<file path="src/rtl/wb_port_arbiter_pkg.sv">
// Shared widths and FSM encodings for the register-file write-port arbiter.
package wb_port_arbiter_pkg;

    localparam int WBA_WORD_LEN     = 32;
    localparam int WBA_REG_ADDR_LEN = 5;
    localparam int WBA_STARVE_CNT_W = 4;

    typedef enum logic [0:0] {
        WBA_NORMAL = 1'b0,
        WBA_STALL  = 1'b1
    } wba_state_e;

    typedef struct packed {
        logic [WBA_REG_ADDR_LEN-1:0] dest;
        logic [WBA_WORD_LEN-1:0]     data;
    } wba_entry_t;

endpackage

</file>
<file path="src/rtl/wb_pend_fifo.sv">
// Pending long-latency result FIFO; the head is visible without popping.
module wb_pend_fifo #(
    parameter int FIFO_DEPTH = 2,
    parameter int WIDTH      = 37
) (
    input  logic             i_clk,
    input  logic             i_rst,
    input  logic             i_push,
    input  logic [WIDTH-1:0] i_push_data,
    input  logic             i_pop,
    output logic             o_full,
    output logic             o_empty,
    output logic [WIDTH-1:0] o_head
);

    localparam int PTR_W = (FIFO_DEPTH > 1) ? $clog2(FIFO_DEPTH) : 1;
    localparam int CNT_W = PTR_W + 1;

    logic [WIDTH-1:0] mem_r [FIFO_DEPTH];
    logic [PTR_W-1:0] wr_ptr_r;
    logic [PTR_W-1:0] rd_ptr_r;
    logic [CNT_W-1:0] count_r;
    logic             push_ok_s;
    logic             pop_ok_s;

    // Qualify push/pop against the occupancy seen at the start of the cycle.
    always_comb begin
        o_full    = (count_r == CNT_W'(FIFO_DEPTH));
        o_empty   = (count_r == {CNT_W{1'b0}});
        push_ok_s = i_push & ~o_full;
        pop_ok_s  = i_pop & ~o_empty;
        o_head    = mem_r[rd_ptr_r];
    end

    // Pointer and occupancy tracking; depth is a power of two so pointers wrap naturally.
    always_ff @(posedge i_clk) begin
        if (i_rst) begin
            wr_ptr_r <= {PTR_W{1'b0}};
            rd_ptr_r <= {PTR_W{1'b0}};
            count_r  <= {CNT_W{1'b0}};
        end else begin
            if (push_ok_s) begin
                wr_ptr_r <= wr_ptr_r + PTR_W'(1);
            end
            if (pop_ok_s) begin
                rd_ptr_r <= rd_ptr_r + PTR_W'(1);
            end
            case ({push_ok_s, pop_ok_s})
                2'b10:   count_r <= count_r + CNT_W'(1);
                2'b01:   count_r <= count_r - CNT_W'(1);
                default: count_r <= count_r;
            endcase
        end
    end

    // Entry storage; contents are don't-care until counted as valid.
    always_ff @(posedge i_clk) begin
        if (push_ok_s) begin
            mem_r[wr_ptr_r] <= i_push_data;
        end
    end

endmodule

</file>
<file path="src/rtl/wb_port_arbiter.sv">
// Register-file write-port arbiter: pipeline write-back has priority, long-latency
// results queue and drain into free slots, with a one-cycle stall against starvation.
module wb_port_arbiter
    import wb_port_arbiter_pkg::*;
#(
    parameter int WORD_LEN     = WBA_WORD_LEN,
    parameter int REG_ADDR_LEN = WBA_REG_ADDR_LEN,
    parameter int FIFO_DEPTH   = 2,
    parameter int STARVE_LIMIT = 4
) (
    input  logic                    i_clk,
    input  logic                    i_rst,
    input  logic                    i_wb_valid,
    input  logic                    i_wb_reg_wr_en,
    input  logic                    i_wb_mem_rd_en,
    input  logic [WORD_LEN-1:0]     i_wb_mem_data,
    input  logic [WORD_LEN-1:0]     i_wb_alu_result,
    input  logic [REG_ADDR_LEN-1:0] i_wb_dest,
    input  logic                    i_lu_valid,
    input  logic [REG_ADDR_LEN-1:0] i_lu_dest,
    input  logic [WORD_LEN-1:0]     i_lu_data,
    output logic                    o_lu_ready,
    output logic                    o_rf_wr_en,
    output logic [REG_ADDR_LEN-1:0] o_rf_wr_addr,
    output logic [WORD_LEN-1:0]     o_rf_wr_data,
    output logic                    o_stall
);

    localparam int                          ENTRY_W   = REG_ADDR_LEN + WORD_LEN;
    localparam logic [WBA_STARVE_CNT_W-1:0] LIMIT_C   = WBA_STARVE_CNT_W'(STARVE_LIMIT);

    wba_state_e                  state_r;
    wba_state_e                  state_nxt_s;
    logic [WBA_STARVE_CNT_W-1:0] starve_cnt_r;
    logic [WBA_STARVE_CNT_W-1:0] starve_cnt_nxt_s;
    logic                        stall_s;
    logic                        pw_s;
    logic                        pop_s;
    logic                        push_s;
    logic                        full_s;
    logic                        empty_s;
    logic [WORD_LEN-1:0]         wb_data_s;
    logic [ENTRY_W-1:0]          push_entry_s;
    logic [ENTRY_W-1:0]          head_s;
    logic                        rf_wr_en_r;
    logic [REG_ADDR_LEN-1:0]     rf_wr_addr_r;
    logic [WORD_LEN-1:0]         rf_wr_data_r;

    wb_pend_fifo #(
        .FIFO_DEPTH (FIFO_DEPTH),
        .WIDTH      (ENTRY_W)
    ) u_pend_fifo (
        .i_clk       (i_clk),
        .i_rst       (i_rst),
        .i_push      (push_s),
        .i_push_data (push_entry_s),
        .i_pop       (pop_s),
        .o_full      (full_s),
        .o_empty     (empty_s),
        .o_head      (head_s)
    );

    // Source selection: a stalled or r0-bound pipeline slot counts as free.
    always_comb begin
        pw_s = i_wb_valid & i_wb_reg_wr_en
             & (i_wb_dest != {REG_ADDR_LEN{1'b0}}) & ~stall_s;
        if (i_wb_mem_rd_en) begin
            wb_data_s = i_wb_mem_data;
        end else begin
            wb_data_s = i_wb_alu_result;
        end
        pop_s        = ~pw_s & ~empty_s;
        // r0 results are accepted but dropped so they never occupy an entry.
        push_s       = i_lu_valid & ~full_s & (i_lu_dest != {REG_ADDR_LEN{1'b0}});
        push_entry_s = {i_lu_dest, i_lu_data};
    end

    assign o_lu_ready = ~full_s;

    // Starvation count: grows only while a NORMAL cycle leaves a waiting head blocked.
    always_comb begin
        starve_cnt_nxt_s = starve_cnt_r;
        if (empty_s || pop_s) begin
            starve_cnt_nxt_s = {WBA_STARVE_CNT_W{1'b0}};
        end else if (state_r == WBA_NORMAL) begin
            starve_cnt_nxt_s = starve_cnt_r + WBA_STARVE_CNT_W'(1);
        end else begin
            starve_cnt_nxt_s = starve_cnt_r;
        end
    end

    // Starvation counter register.
    always_ff @(posedge i_clk) begin
        if (i_rst) begin
            starve_cnt_r <= {WBA_STARVE_CNT_W{1'b0}};
        end else begin
            starve_cnt_r <= starve_cnt_nxt_s;
        end
    end

    // FSM state register.
    always_ff @(posedge i_clk) begin
        if (i_rst) begin
            state_r <= WBA_NORMAL;
        end else begin
            state_r <= state_nxt_s;
        end
    end

    // FSM next state: stall begins at the edge where the count reaches the limit.
    always_comb begin
        state_nxt_s = WBA_NORMAL;
        case (state_r)
            WBA_NORMAL: begin
                if (starve_cnt_nxt_s == LIMIT_C) begin
                    state_nxt_s = WBA_STALL;
                end else begin
                    state_nxt_s = WBA_NORMAL;
                end
            end
            WBA_STALL: state_nxt_s = WBA_NORMAL;
            default:   state_nxt_s = WBA_NORMAL;
        endcase
    end

    // FSM outputs.
    always_comb begin
        stall_s = 1'b0;
        case (state_r)
            WBA_NORMAL: stall_s = 1'b0;
            WBA_STALL:  stall_s = 1'b1;
            default:    stall_s = 1'b0;
        endcase
    end

    assign o_stall = stall_s;

    // Write-port registers; address and data hold across idle slots.
    always_ff @(posedge i_clk) begin
        if (i_rst) begin
            rf_wr_en_r   <= 1'b0;
            rf_wr_addr_r <= {REG_ADDR_LEN{1'b0}};
            rf_wr_data_r <= {WORD_LEN{1'b0}};
        end else if (pw_s) begin
            rf_wr_en_r   <= 1'b1;
            rf_wr_addr_r <= i_wb_dest;
            rf_wr_data_r <= wb_data_s;
        end else if (pop_s) begin
            rf_wr_en_r   <= 1'b1;
            rf_wr_addr_r <= head_s[ENTRY_W-1:WORD_LEN];
            rf_wr_data_r <= head_s[WORD_LEN-1:0];
        end else begin
            rf_wr_en_r   <= 1'b0;
        end
    end

    assign o_rf_wr_en   = rf_wr_en_r;
    assign o_rf_wr_addr = rf_wr_addr_r;
    assign o_rf_wr_data = rf_wr_data_r;

endmodule

</file>
<file path="config.mk">
export PLATFORM = sky130hd
export DESIGN_NAME = wb_port_arbiter
export DESIGN_NICKNAME = d
export VERILOG_FILES = /design/src/rtl/wb_port_arbiter_pkg.sv /design/src/rtl/wb_pend_fifo.sv /design/src/rtl/wb_port_arbiter.sv
export SDC_FILE = /design/constraint.sdc
export NUM_CORES = 1
export LEC_CHECK = 0
export ABC_AREA = 1
export CAP_MARGIN = 0
export CORE_UTILIZATION = 44
export CTS_CLUSTER_SIZE = 8
export DETAILED_ROUTE_END_ITERATION = 10
export HOLD_SLACK_MARGIN = 0.05
export PLACE_DENSITY = 0.77
export SYNTH_ARGS = -nofsm -noshare
export SYNTH_HDL_FRONTEND = slang
export SYNTH_SLANG_ARGS = --single-unit
</file>
<file path="constraint.sdc">
create_clock -name i_clk -period 2.95 [get_ports i_clk]
set_input_delay 0.4425 -clock i_clk [delete_from_list [all_inputs] [get_ports i_clk]]
set_output_delay 0.4425 -clock i_clk [all_outputs]
set_load 0.005 [all_outputs]
</file>
# After elaboration in Yosys (flattened, before gate mapping)
# Memory sizes are Yosys's and may differ from the RTL's. A register that Yosys moved wholly into a read port is not among the register bits.
# Index checks and enable logic that the tools add are counted.
# word_totals
regBits,47
latchBits,0
ramBits,74
mem_bits_ro,0
output_inout_bits,40
word_cells,54
mem_count,1
# classes
addsub,5
mul,0
div_mod_pow,0
n_lt_le_gt_ge,0
n_eq_ne,4
n_shift,0
mux,17
n_bitwise,13
n_reduce_logical,6
# mem_list
name,depth,word_bits,read_ports,rd_ports_with_merged_regs,write_ports,line_no,source
u_pend_fifo.mem_r,2,37,1,1,1,wb_pend_fifo.sv:19,logic [WIDTH-1:0] mem_r [FIFO_DEPTH];
# op_table
op,count
two-way mux 32 bit,3
two-way mux 5 bit,2
nonzero test 5 bit,2
bitwise AND 1 bit,8
two-way mux 4 bit,2
two-way mux 1 bit,7
NOT 1 bit,5
"adder 4 x 1 -> 4 bit, second input constant",1
"== test 2 bit, second input constant",2
"== test 4 x 3 -> 1 bit, second input constant",1
case mux 1 bit (2 select lines),2
case mux 2 bit (2 select lines),1
nonzero test 2 bit,2
"adder 1 bit, second input constant",2
"adder 2 x 1 -> 2 bit, second input constant",1
"== test 2 x 1 -> 1 bit, second input constant",1
logical NOT 2 bit,1
"subtractor 2 x 1 -> 2 bit, second input constant",1
logical OR 1 bit,1

# Longest topological paths before layout
# depth
ltp_word,11
ltp_mapped,13

# Hierarchy
# From an unflattened synthesis, not the netlist that was laid out.
# hier_totals
cells_unflattened,594
area_unflattened_um2,5977.0
# modules_own_cells
module,instances,cells_each,area_each_um2
wb_pend_fifo,1,155,3067.9
wb_port_arbiter,1,439,2909.0

# Worst setup path before layout
# No wires, ideal clock.
# synth_path
kind,input-to-reg
start,input port i_lu_valid
end,"memory u_pend_fifo.mem_r[1][0], enable pin"
setup_ps,433
arrival_ps,2367
t_required_ps,2517
slack_ps,150
stages,3
n_path_buf,0
cell_sequence,a21boi_0 -> nand2_1 -> nor2_1
# synth_via
elab_chain_cells,5
# synth_lines
item,line_no,source
"start, declared",wb_port_arbiter.sv:19,"input logic i_lu_valid,"
bitwise AND 1 bit (2 in series),wb_port_arbiter.sv:74,push_s = i_lu_valid & ~full_s & (i_lu_dest != {REG_ADDR_LEN{1'b0}});
bitwise AND 1 bit,wb_pend_fifo.sv:30,push_ok_s = i_push & ~o_full;
two-way mux 1 bit,wb_pend_fifo.sv:58,if (push_ok_s) begin
two-way mux 1 bit (not written as such),wb_pend_fifo.sv:59,mem_r[wr_ptr_r] <= i_push_data;
"end, declared",wb_pend_fifo.sv:19,
# Every way passes these cells.

# Worst setup path after layout
# layout_path
start,register u_pend_fifo.count_r[0]
end,output port o_lu_ready
# layout_via
elab_chain_cells,2
# layout_lines
item,line_no,source
"start, declared",wb_pend_fifo.sv:22,logic [CNT_W-1:0] count_r;
"start signal, assigned",wb_pend_fifo.sv:40,count_r <= {CNT_W{1'b0}};
"start signal, assigned",wb_pend_fifo.sv:49,2'b10: count_r <= count_r + CNT_W'(1);
"start signal, assigned",wb_pend_fifo.sv:50,2'b01: count_r <= count_r - CNT_W'(1);
== test 2 bit,wb_pend_fifo.sv:28,o_full = (count_r == CNT_W'(FIFO_DEPTH));
NOT 1 bit,wb_port_arbiter.sv:78,assign o_lu_ready = ~full_s;
"end, declared",wb_port_arbiter.sv:22,"output logic o_lu_ready,"
# Every way passes these cells.

==> summary.md <==
| Metric | Value |
|---|---|
| FF/Latch Area | `3180 µm²` |
| Vias after detailed routing | `4,939` |
| I/O pin count | `152` |
| Max Clock Freq | `0.503 GHz` |
| Maxcap violations | `0` |
| Synth Area in Simple Gates | `28.1%` |
| CTS clk-pin slew, worst paths | `50 ps` |
| Layout Nets | `916` |
| Post-CTS Setup Repair Bufs | `0` |
| Setup WS post-layout | `963 ps` |
| Initial Util | `45.9%` |
| Full die area | `13,200 µm²` |
| Synth area leaders | `edfxtp_1, dfxtp_1, nand2_1` |
| Top cells by count, synth | `nand2_1, nand3_1, inv_1` |
| # rows | `40` |
| Slew Limit Fails | `0` |
| Most used DFF post-synth | `edfxtp_1` |
| Final period util | `67.3%` |
| First-pass GRT wire length | `23.4 mm` |
| Final Critical Period | `1990 ps` |
| Via density | `5.02` |
| Mux cell area share after synthesis | `0%` |
| DP Cell Count | `951` |
| Final hold viol count | `0` |
| Post-DRT Antenna Nets | `0` |
| Setup crit end kind | `output pin` |
| Final Instance Area | `7850 µm²` |
| Final Setup Violations | `0` |
| TritonCTS buffer count | `17` |
| Share of layout cells above drive strength 1 | `7.12%` |
| Critical path arrival | `1540 ps` |
| WL/cell | `15.6 µm` |
| Core Area | `12,200 µm²` |
| Post-DP HPWL | `10.5 mm` |
| Yosys warns | `0` |
| Post-synth top area cell | `edfxtp_1` |
| Lkg Pwr | `3.44 nW` |
| GRT overflow | `0` |
| Crit start category | `register` |
| Vias in the first global route | `4,692` |
| Cell count after synthesis | `662` |
| Sequential power share | `38.3%` |
| Router iterations before antenna repair | `5` |
| CP Data Required Time | `2510 ps` |
| Max-slew headroom | `46.1%` |
| Sink Count | `122` |
| Worst min path class | `reg2reg` |
| CTS tree | `built` |
| Max IR drop VDD | `0.000540 V` |
| Post-synth EDFFs | `74` |
| Max clock buf depth | `2` |
| CP max FO | `6` |
| N_diodes | `0` |
| Synth Area in XOR/XNOR | `0.156%` |
| Clk_skew | `10.0 ps` |
| Complex-gate fraction of the synthesized area | `4.73%` |
| Final Power | `6.03 mW` |
| Die Span Y | `115 µm` |
| Worst skew pair latency | `410 ps` |
| Synth top area share | `39.7%` |
| IO Port Bufs | `151` |
| Largest family of logic cells by synthesized area | `simple AND/OR/NAND/NOR gates` |
| Syn_nets | `776` |
| Sw Share | `30.9%` |
| Initial antenna violation count | `0` |
| Switch Pwr | `1.86 mW` |
| GRT Total Usage | `23.7%` |
| Post-CTS resize count | `0` |
| Cell Area, Synth | `5600 µm²` |
| Initial drt markers | `368` |
| Critical path class | `reg2out` |
| Clock network power share | `34.4%` |
| Area of the multi-input gates | `1900 µm²` |
| PD cells | `767 nW/µm²` |
| Largest net degree at the start of global routing | `75` |
| Pre-CTS WS | `715 ps` |
| Synthesized area per cell | `8.46 µm²` |
| Register area share after synthesis | `56.8%` |
| Hold_buf cts | `0` |
| Internal | `4.16 mW` |
| Worst-Margin Slew | `808 ps` |
| Placed inst area | `7250 µm²` |
| H-tree levels | `4` |
| Area growth from synthesis to layout | `40.2%` |
| Status | `completed` |
| Yosys reg bits | `122` |
| Post-synthesis async set-or-reset flop share | `0%` |
| # DRC | `0` |
| Unique masters post-synth | `30` |
| Final wirelength | `15.4 mm` |
| Final cell count without fillers | `983` |
| Gpl congestion | `0.826` |
| Root Buffer | `clkbuf_16` |
| Die X | `115 µm` |
| Fillers | `989` |
| Unrepaired setup endpoints after global routing | `no` |
| Count leader, synth | `nand2_1` |
| Comb power frac | `27.3%` |
| Post-Synth Adder-Cell Area | `0.447%` |
| Setup TNS Final | `0 ps` |
==> logic make-up after synthesis <==
group / count (synthesis)
flops: 122
xor+xnor: 1
simple gates: 359
fa+ha+maj: 2
buf+inv: 128
compound gates: 50
==> cell usage in the layout (no fill, tap or decap), types with 3 or more instances in the layout <==
master           Yosys  final
nor2_4               1      4
nor3_1               3      3
edfxtp_1            74     74
bufinv_16            0      3
nand2_1            189    189
nor2_1              16     13
clkinvlp_4           0      4
a21oi_1              5      5
clkdlybuf4s50_1      0    151
o21ai_0             37     37
nor2_2               4      4
clkinv_2             0      3
inv_1               84     84
nand3_1            139    139
dfxtp_1             48     47
buf_12               0      3
clkbuf_16            0     17
buf_4                7      9
==> worst max-delay path: stages, from the launching register on <==
cell	delay, ps
dfxtp_1	450
inv_1	100
nand2_1	80
clkdlybuf4s50_1	500
==> per-stage QoR <==
step	hold slack, ps	util, %
after floorplan	467	-
after global placement	475	59.4
after detailed placement	486	59.4
after CTS	493	64.3
after global routing	519	64.3
final	490	64.3
==> final timing paths <==
path / startpoint / end / slack, ps / depth (start not counted)
max: u_pend_fifo.count_r[0]$_SDFFE_PP0P_ / o_lu_ready / 960 / 3
min reg2reg: o_rf_wr_data[24]$_SDFFE_PP0P_ / o_rf_wr_data[24]$_SDFFE_PP0P_ / 490 / 2
min: o_rf_wr_data[24]$_SDFFE_PP0P_ / o_rf_wr_data[24]$_SDFFE_PP0P_ / 490 / 2
max reg2reg: u_pend_fifo.count_r[0]$_SDFFE_PP0P_ / u_pend_fifo.count_r[1]$_SDFFE_PP0P_ / 1020 / 9
==> area by class of cell <==
class | count | area share [%]
clock buffer | 17 | 5.42
timing repair buffer | 163 | 20.9
inverter | 86 | 4.11
multi-input combinational | 412 | 24.2
sequential | 122 | 40.6
clock inverter | 15 | 2.21
tap | 168 | 2.68
==> power by group through the flow <==
| stage | Sequential [mW] | Clock (mW) | Combinational, mW |
|---|---|---|---|
| finish | 2.31 | 2.07 | 1.64 |
| global route | 2.35 | 2.16 | 1.81 |
| CTS | 2.31 | 2.10 | 1.64 |
| detailed placement | 2.34 | 0 | 1.61 |
| global placement | 2.33 | 0 | 1.57 |
| floorplan | 2.27 | 0 | 0.933 |
==> routing by layer <==
| layer | vias to the layer above | track usage, % | routed length (µm) |
|---|---|---|---|
| met5 | - | 0 | 0 |
| met4 | 0 | 8.92 | 352 |
| met2 | 158 | 40.9 | 7680 |
| met1 | 2313 | 29.1 | 6480 |
| met3 | 28 | 5.22 | 860 |
| li1 | 2440 | - | - |
==> state kept, by name, summed over array words and instances (netlist names), named ones only <==
| name | flops |
|---|---|
| u_pend_fifo.wr_ptr_r | 1 |
| state_r | 1 |
| u_pend_fifo.count_r | 2 |
| o_rf_wr_addr | 5 |
| starve_cnt_r | 4 |
| u_pend_fifo.rd_ptr_r | 1 |
| o_rf_wr_en | 1 |
| u_pend_fifo.mem_r | 74 |
| o_rf_wr_data | 32 |
Power figures use the tool's default switching activity.
